<file path="src/rtl/frame_sequencer.sv">
// Per-frame control sequencer: scroll the background, redraw it, step the jump physics,
// then redraw the character sprite. Every output is a flop driven from next-state decode.
module frame_sequencer #(
  parameter int JUMP_FRAMES = 20,
  parameter int SHIFT_DIV   = 1
) (
  input  logic clk,
  input  logic reset,
  input  logic frame_tick,
  input  logic jump_btn,
  input  logic doneP,
  input  logic doneC,
  input  logic ground,
  output logic drawB,
  output logic drawC,
  output logic enableX,
  output logic enableCountXC,
  output logic enableShift,
  output logic countUp,
  output logic countDown,
  output logic plot,
  output logic busy,
  output logic overrun
);

  typedef enum logic [2:0] {
    IDLE,
    SHIFT,
    DRAW_BG,
    PHYS,
    DRAW_CHAR
  } stateType;

  localparam logic [3:0] SHIFT_LAST = 4'(SHIFT_DIV - 1);
  localparam logic [5:0] JUMP_LAST  = 6'(JUMP_FRAMES);
  localparam logic       ONE_FRAME_JUMP = (JUMP_FRAMES == 1);

  stateType    stateReg, stateNext;
  logic [3:0]  divReg, divNext;
  logic        jumpPrevReg;
  logic        jumpPendingReg, jumpPendingNext;
  logic        airborneReg, airborneNext;
  logic        ascendingReg, ascendingNext;
  logic [5:0]  jumpCntReg, jumpCntNext;
  logic        overrunNext;
  logic        shiftNext, upNext, downNext;
  logic        jumpEdge;

  assign jumpEdge = jump_btn & ~jumpPrevReg;

  always_comb begin
    stateNext       = stateReg;
    divNext         = divReg;
    jumpPendingNext = jumpPendingReg | jumpEdge;
    airborneNext    = airborneReg;
    ascendingNext   = ascendingReg;
    jumpCntNext     = jumpCntReg;
    overrunNext     = overrun | (frame_tick & (stateReg != IDLE));
    shiftNext       = 1'b0;
    upNext          = 1'b0;
    downNext        = 1'b0;

    case (stateReg)
      IDLE: begin
        if (frame_tick) begin
          stateNext = SHIFT;
          shiftNext = (divReg == SHIFT_LAST);
          divNext   = shiftNext ? 4'd0 : divReg + 4'd1;
        end
      end
      SHIFT: stateNext = DRAW_BG;
      DRAW_BG: begin
        // Physics is resolved on the edge into PHYS so countUp/countDown are plain flops.
        if (doneP) begin
          stateNext = PHYS;
          if (airborneReg && ascendingReg) begin
            upNext      = 1'b1;
            jumpCntNext = jumpCntReg + 6'd1;
            if (jumpCntNext == JUMP_LAST) begin
              ascendingNext = 1'b0;
            end
          end else if (airborneReg) begin
            if (!ground) begin
              downNext = 1'b1;
            end else begin
              airborneNext = 1'b0;
              jumpCntNext  = 6'd0;
            end
          end else if (jumpPendingReg && ground) begin
            upNext          = 1'b1;
            airborneNext    = 1'b1;
            ascendingNext   = ~ONE_FRAME_JUMP;
            jumpCntNext     = 6'd1;
            jumpPendingNext = jumpEdge;
          end
        end
      end
      PHYS: stateNext = DRAW_CHAR;
      DRAW_CHAR: begin
        if (doneC) begin
          stateNext = IDLE;
        end
      end
      default: stateNext = IDLE;
    endcase
  end

  always_ff @(posedge clk) begin
    if (reset) begin
      stateReg       <= IDLE;
      divReg         <= 4'd0;
      jumpPrevReg    <= 1'b0;
      jumpPendingReg <= 1'b0;
      airborneReg    <= 1'b0;
      ascendingReg   <= 1'b0;
      jumpCntReg     <= 6'd0;
      drawB          <= 1'b0;
      drawC          <= 1'b0;
      enableX        <= 1'b0;
      enableCountXC  <= 1'b0;
      enableShift    <= 1'b0;
      countUp        <= 1'b0;
      countDown      <= 1'b0;
      plot           <= 1'b0;
      busy           <= 1'b0;
      overrun        <= 1'b0;
    end else begin
      stateReg       <= stateNext;
      divReg         <= divNext;
      jumpPrevReg    <= jump_btn;
      jumpPendingReg <= jumpPendingNext;
      airborneReg    <= airborneNext;
      ascendingReg   <= ascendingNext;
      jumpCntReg     <= jumpCntNext;
      drawB          <= (stateNext == DRAW_BG);
      enableX        <= (stateNext == DRAW_BG);
      drawC          <= (stateNext == DRAW_CHAR);
      enableCountXC  <= (stateNext == DRAW_CHAR);
      plot           <= (stateNext == DRAW_BG) || (stateNext == DRAW_CHAR);
      enableShift    <= shiftNext;
      countUp        <= upNext;
      countDown      <= downNext;
      busy           <= (stateNext != IDLE);
      overrun        <= overrunNext;
    end
  end

endmodule

</file>
<file path="config.mk">
export PLATFORM = sky130hd
export DESIGN_NAME = frame_sequencer
export DESIGN_NICKNAME = d
export VERILOG_FILES = /design/src/rtl/frame_sequencer.sv
export SDC_FILE = /design/constraint.sdc
export NUM_CORES = 1
export LEC_CHECK = 0
export CAP_MARGIN = 15
export CORE_MARGIN = 2
export CORE_UTILIZATION = 55
export DETAILED_ROUTE_END_ITERATION = 10
export DONT_BUFFER_PORTS = 1
export GPL_ROUTABILITY_DRIVEN = 0
export PLACE_DENSITY = 0.77
export RECOVER_POWER = 25
export SLEW_MARGIN = 20
export SYNTH_ARGS = -nofsm -noshare
export SYNTH_HDL_FRONTEND = slang
export SYNTH_SLANG_ARGS = --single-unit
</file>
<file path="constraint.sdc">
create_clock -name clk -period 2 [get_ports clk]
set_clock_uncertainty 0.15 [all_clocks]
set_input_delay 0.4 -clock clk [delete_from_list [all_inputs] [get_ports clk]]
set_output_delay 0.4 -clock clk [all_outputs]
set_load 0.02 [all_outputs]
</file>
==> metrics.yaml, run 1 <==
dieArea_sq_um: 2490
required_ps: 2030
clk_pin_slew_ps: 140
grt_overflow_total: 0
synth.avg_cell_area_sq_um: 8.98
fin_nets: 140
cts_tree: "yes"
min_period_ps: 1710
hp-class: "in2reg"
synth-simple-area-share_pct: 26.5
antenna_found_initial: 0
power_density_nw_per_um2: 721
synth_compound_area_share_pct: 15.0
ys_warn_count: 0
ys_ff_latch: 25
num_rows: 16
synth_xor_area_share_pct: 2.27
post-place-cells: 149
clock_path_buffers: 2
min_period_over_period_pct: 85.4
setup_viol: 0
syn_inst: 129
drive_gt1_share_pct: 7.03
portBuffers: 0
synthMuxAreaShare_pct: 2.59
wl_met2_um: 949
synth_area_sq_um: 1160
cts_buffers: 3
synth-edff-count: 0
hold_viol: 0
h-tree-depth: 1
drv_slew: 0
synth_top_flop_cell: "dfxtp_1"
hpwl_mm: 1.49
highest_layer: "met4"
drtPass1Iterations: 4
status: "completed"
initial_core_util_pct: 58.5
critPathLaunchType: "flop"
yosys.area_share.adder_pct: 4.32
worst_slew_pin_slew_ps: 933
coreArea_sq_um: 1980
avgViaCountPerCell: 5.76
cp_max_fo: 8
grt_pass1_vias: 852
post_cts_buffers: 0
vias: 893
cts_root_buffer: "clkbuf_4"
fin_cells: 155
ios: 17
cap_viol_max_count: 0
drt_iter0_markers: 20
wl_met3_um: 91
drt_drc_violations_left: 0
grt_pass1_wl_mm: 3.71
ys_seq_area_share_pct: 43.2
synthesis.nets: 140
path_class: "reg2reg"
rsz0062_at_grt: "false"
ff2ff_setup_slack_ps: 290
chipHeight_um: 49.9
grt_max_degree: 22
drtAntennaViolNets: 0
synthArstFlopShare_pct: 0
synthToLayoutAreaGrowth_pct: 2.81
drt-met1-wl_mm: 1.02
leakagePower_uw: 0.000418
synth_cell_types: 38
chipWidth_um: 49.9
seqCellArea_sq_um: 500
vdd_drop_max_uv: 458
maxSlewHeadroom_pct: 37.8
wire_per_inst_um: 13.7
grt_usage_pct: 19.5
multiInputGateArea_sq_um: 587
clk-insertion-delay-late_ps: 320
fmax_mhz: 586
fin_util_pct: 60.1
end_kind: "flop"
fin_tns_setup_ps: 0
fillerInstances: 183
clock_sinks: 25
cp.arrival_ps: 1740
synth_top_family_by_area: "simple AND/OR/NAND/NOR gates"
diodes: 0
routed_wl_mm: 2.12
[per-layer routing]
layer	vias to the layer above	GRT usage [%]
met5	-	0
met4	0	5.56
met3	4	6.67
met2	19	31.1
met1	414	24.8
li1	456	-
[layout make-up]
| class | instances | share of cell area (%) |
|---|---|---|
| clock buffers | 3 | 1.89 |
| clock inverters | 1 | 0.630 |
| inverters | 5 | 1.58 |
| multi-input cells | 91 | 49.3 |
| flip-flops and latches | 25 | 42.0 |
| well taps | 27 | 2.84 |
| repair buffers | 3 | 1.79 |
[final timing paths]
| check | start | to | cells past startpoint |
|---|---|---|---|
| max | stateReg[0]$_SDFF_PP0_ | divReg[3]$_SDFFE_PP0P_ | 4 |
| min | ground | countUp$_SDFF_PP0_ | 2 |
| max reg2reg | stateReg[0]$_SDFF_PP0_ | divReg[3]$_SDFFE_PP0P_ | 4 |
| min reg2reg | jumpPrevReg$_SDFF_PP0_ | jumpPendingReg$_SDFF_PP0_ | 2 |
[cell usage in the layout, fill, tap and decap left out, types with 4 or more instances in the layout]
| cell | instances |
|---|---|
| nand2_1 | 9 |
| or3_1 | 4 |
| nor2_1 | 9 |
| o21ai_0 | 6 |
| a21oi_1 | 13 |
| nor3_1 | 5 |
| dfxtp_1 | 25 |
| inv_1 | 5 |
| ha_1 | 4 |
| nand3_1 | 5 |
[sequential cells by signal, summed over array words and instances, names as in the netlist]
name and flops:
jumpCntReg 6, ascendingReg 1, jumpPendingReg 1, jumpPrevReg 1, busy 1, enableX 1
divReg 4, stateReg 3, plot 1, countDown 1, airborneReg 1, countUp 1
overrun 1, enableCountXC 1, enableShift 1
[through the flow]
step / setup WS [ps] / cell area [sq um] / hold slack, ps / total power (uW)
after floorplan: 316 / 1160 / 312 / 639
after global placement: 352 / 1150 / 321 / 632
after detailed placement: 322 / 1150 / 316 / 636
after CTS: 9.81 / 1190 / 0.953 / 869
after global routing: 170 / 1190 / 39.2 / 901
final: 292 / 1190 / 51.0 / 859
[synth_stat cells (3+ instances only)]
library cell  count  share of area, %
dfxtp_1          25                43
a21oi_1          13               5.6
nand2_1           9               2.9
nor2_1            9               2.9
o21ai_0           6               2.6
inv_1             5               1.6
nand3_1           5               2.2
nor3_1            5               2.2
ha_1              4               4.3
or3_1             4               2.2
clkbuf_1          3              0.97
mux2i_1           3               2.6
nand3b_1          3               1.9
nor2b_1           3               1.6
nor3b_1           3               1.9
[report_power, final]
part | internal, uW | switching [uW] | total (uW)
registers | 523 | 42.2 | 565
clock network | 76.4 | 150 | 226
logic | 30.1 | 37.8 | 67.9
[cell families (layout without fill, tap and decap cells)]
| logic type | after synthesis | in the layout |
|---|---|---|
| flops | 25 | 25 |
| compound gates | 28 | 28 |
| simple gates | 53 | 53 |
| xor+xnor | 3 | 3 |
| mux | 3 | 3 |
| buf+inv | 13 | 12 |
| fa+ha+maj | 4 | 4 |
[critical path, stage by stage (launching register included)]
cell     delay, ps
dfxtp_1        400
nor4b_1        610
nand4_1        190
xnor2_1        170
nor2_1          50
[what timing repair did]
action / 4_1_cts / 5_1_grt
endpoints found under the setup margin: 0 / 2
hold buffers: 1 / 1
resized for setup: 0 / 1
endpoints found under the hold margin: 21 / 1
No activity file was read; power rests on OpenSTA's default activity.
==> run 2, diff against run 1 <==
--- a/config.mk
+++ b/config.mk
@@ -11,6 +11,7 @@
 export DETAILED_ROUTE_END_ITERATION = 10
 export DONT_BUFFER_PORTS = 1
 export GPL_ROUTABILITY_DRIVEN = 0
+export HOLD_SLACK_MARGIN = 0.12
 export PLACE_DENSITY = 0.77
 export RECOVER_POWER = 25
 export SLEW_MARGIN = 20
==> constraint.sdc (replaced) <==
create_clock -name clk -period 1.9 [get_ports clk]
set_clock_uncertainty 0.15 [all_clocks]
set_input_delay 0 -clock clk [delete_from_list [all_inputs] [get_ports clk]]
set_output_delay 0 -clock clk [all_outputs]
set_load 0.02 [all_outputs]
==> run 2 against run 1 <==
Effect of this change:
- clock power increased by 4%
- clock-buffer cell count unchanged
- via count increased by 3.5%
- final area increased by 3.8%
- sequential cell count unchanged
- sequential power increased by 5.5%
- die area unchanged
- maximum frequency decreased by 2.1%
- hold slack improved by 180 ps
- critical path type unchanged
- register-to-register slack got worse by 140 ps
==> metrics.yaml, run 2 (synthesized netlist as in run 1, its figures left out) <==
grt_pass1_wl_mm: 4.05  # +9.3%
clk_pin_slew_ps: 140  # about the same
worst_slack_ps: 157  # -136 ps
avgViaCountPerCell: 5.81  # +0.87%
num_rows: 16  # unchanged
cts_root_buffer: "clkbuf_4"
cts_buffers: 3  # unchanged
portBuffers: 0  # unchanged
drive_gt1_share_pct: 7.58  # +0.54 points
r2r-end: "plot$_SDFF_PP0_"
min-delay-start: "jump_btn"
grt_overflow_total: 0  # unchanged
antenna_found_initial: 0  # unchanged
top_register: "jumpCntReg"
fmax_mhz: 574  # -2.1%
cp_max_fo: 8  # unchanged
min_period_over_period_pct: 91.8  # +6.4 points
vias: 924  # +3.5%
r2r_cells: 3  # -1
fillerInstances: 172  # -6.0%
largest_register_ffs: 6  # unchanged
min_period_ps: 1740  # +35.8 ps
leakagePower_uw: 0.000442  # +5.7%
chipWidth_um: 49.9  # unchanged
reg_top3: "jumpCntReg: 6 flops, divReg: 4 flops, stateReg: 3 flops"
hp-class: "in2reg"
drtPass1Iterations: 4  # unchanged
initial_core_util_pct: 58.5  # unchanged
chipHeight_um: 49.9  # unchanged
critPathLaunchType: "flop"
fin_area_sq_um: 1240  # +3.8%
status: "completed"
required_ps: 1970  # -60 ps
grt_max_degree: 23  # +4.5%
mostFrequentLayoutCell: "dfxtp_1"
clk-insertion-delay-late_ps: 310  # about the same
drt_iter0_markers: 26  # +30%
fin_nets: 144  # +2.9%
cap_viol_max_count: 0  # unchanged
path_class: "reg2reg"
layout_common_cells: "dfxtp_1 (24), a21oi_1 (13), nand2_1 (9), nor2_1 (9)"
drt_drc_violations_left: 0  # unchanged
post-place-cells: 149  # unchanged
maxSlewHeadroom_pct: 45.5  # +7.7 points
cts_tree: "yes"
vdd_drop_max_uv: 478  # +4.4%
endpoint: "plot$_SDFF_PP0_"
wire_per_inst_um: 14.0  # +2.2%
ff2ff_setup_slack_ps: 160  # -140 ps
crit_start: "stateReg[2]$_SDFF_PP0_"
rsz0062_at_grt: "false"
power_density_nw_per_um2: 739  # +2.4%
fin_cells: 159  # +2.6%
end_kind: "flop"
hpwl_mm: 1.57  # +5.5%
worst_slew_pin_slew_ps: 815  # -119 ps
placed_cell_area_sq_um: 1150  # unchanged
hold_viol: 0  # unchanged
drv_slew: 0  # unchanged
routed_wl_mm: 2.22  # +4.8%
diodes: 0  # unchanged
grt_usage_pct: 21.6  # +2.2 points
h-tree-depth: 1  # unchanged
clock_sinks: 25  # unchanged
r2r_start: "stateReg[2]$_SDFF_PP0_"
ios: 17  # unchanged
clock_path_buffers: 2  # unchanged
holdWs_ps: 229  # +178 ps
preCtsSetupSlack_ps: 184  # -138 ps
setup_viol: 0  # unchanged
fin_tns_setup_ps: 0  # unchanged
dieArea_sq_um: 2490  # unchanged
coreArea_sq_um: 1980  # unchanged
grt_pass1_vias: 897  # +5.3%
cp.arrival_ps: 1810  # +70 ps
synthToLayoutAreaGrowth_pct: 6.70
drtAntennaViolNets: 0  # unchanged
[run 2: cell count changes in the layout (fill, tap and decap cells not counted)]
| cell | change |
|---|---|
| dlygate4sd3_1 | +5 |
| dfxtp_2 | +1 |
| clkinvlp_4 | -1 |
| clkbuf_1 | -1 |
| dfxtp_1 | -1 |
| clkinv_2 | +1 |
[run 2: worst min path at each step]
stage | cells past startpoint | slack, ps | endpoint
floorplan | 1 | -70 | stateReg[0]$_SDFF_PP0_
global placement | 1 | -80 | jumpCntReg[4]$_SDFFE_PP0P_
detailed placement | 1 | -80 | jumpCntReg[5]$_SDFFE_PP0P_
CTS | 2 | 220 | jumpPrevReg$_SDFF_PP0_
global route | 2 | 230 | jumpPrevReg$_SDFF_PP0_
finish | 2 | 230 | jumpPrevReg$_SDFF_PP0_
[run 2: final cells by class]
| cell class | instances | area [sq um] | area share (%) |
|---|---|---|---|
| clock buffers | 3 | 22.5 | 1.82 |
| clock inverters | 1 | 5.00 | 0.405 |
| inverters | 5 | 18.8 | 1.52 |
| multi-input cells | 91 | 587 | 47.5 |
| flip-flops and latches | 25 | 502 | 40.6 |
| well taps | 27 | 33.8 | 2.73 |
| repair buffers | 7 | 67.6 | 5.47 |
[run 2: layer usage]
layer	vias up	part of all wire, %	track usage, %
met2	25	48	34.4
met1	433	48	27.8
met5	-	0	0
met3	2	3.6	5.76
met4	0	0.68	8.33
li1	464	-	-
[run 2: where the power goes]
part,leakage (uW),switching (uW),internal [uW]
clock network,0.0000177,155,78.7
logic,0.000220,45.7,38.1
registers,0.000204,45.3,550
total,0.000442,246,667
[run 2: stage by stage]
step	utilization, %	total power, uW
after detailed placement	57.9	671
after global routing	62.4	968
after global placement	57.9	665
after floorplan	-	673
after CTS	62.3	926
final	62.4	913
[run 2: critical path: stages, from the launching register on]
cell	delay, ps
dfxtp_1	390
or4b_1	660
and3_1	230
or2_1	230
[run 2: what timing repair did]
action / CTS / global route
endpoints found under the setup margin: 0 / 1
hold buffers: 6 / 0
setup buffers: 0 / 0
hold endpoints to repair: 25 / 0
resized for setup: 0 / 1
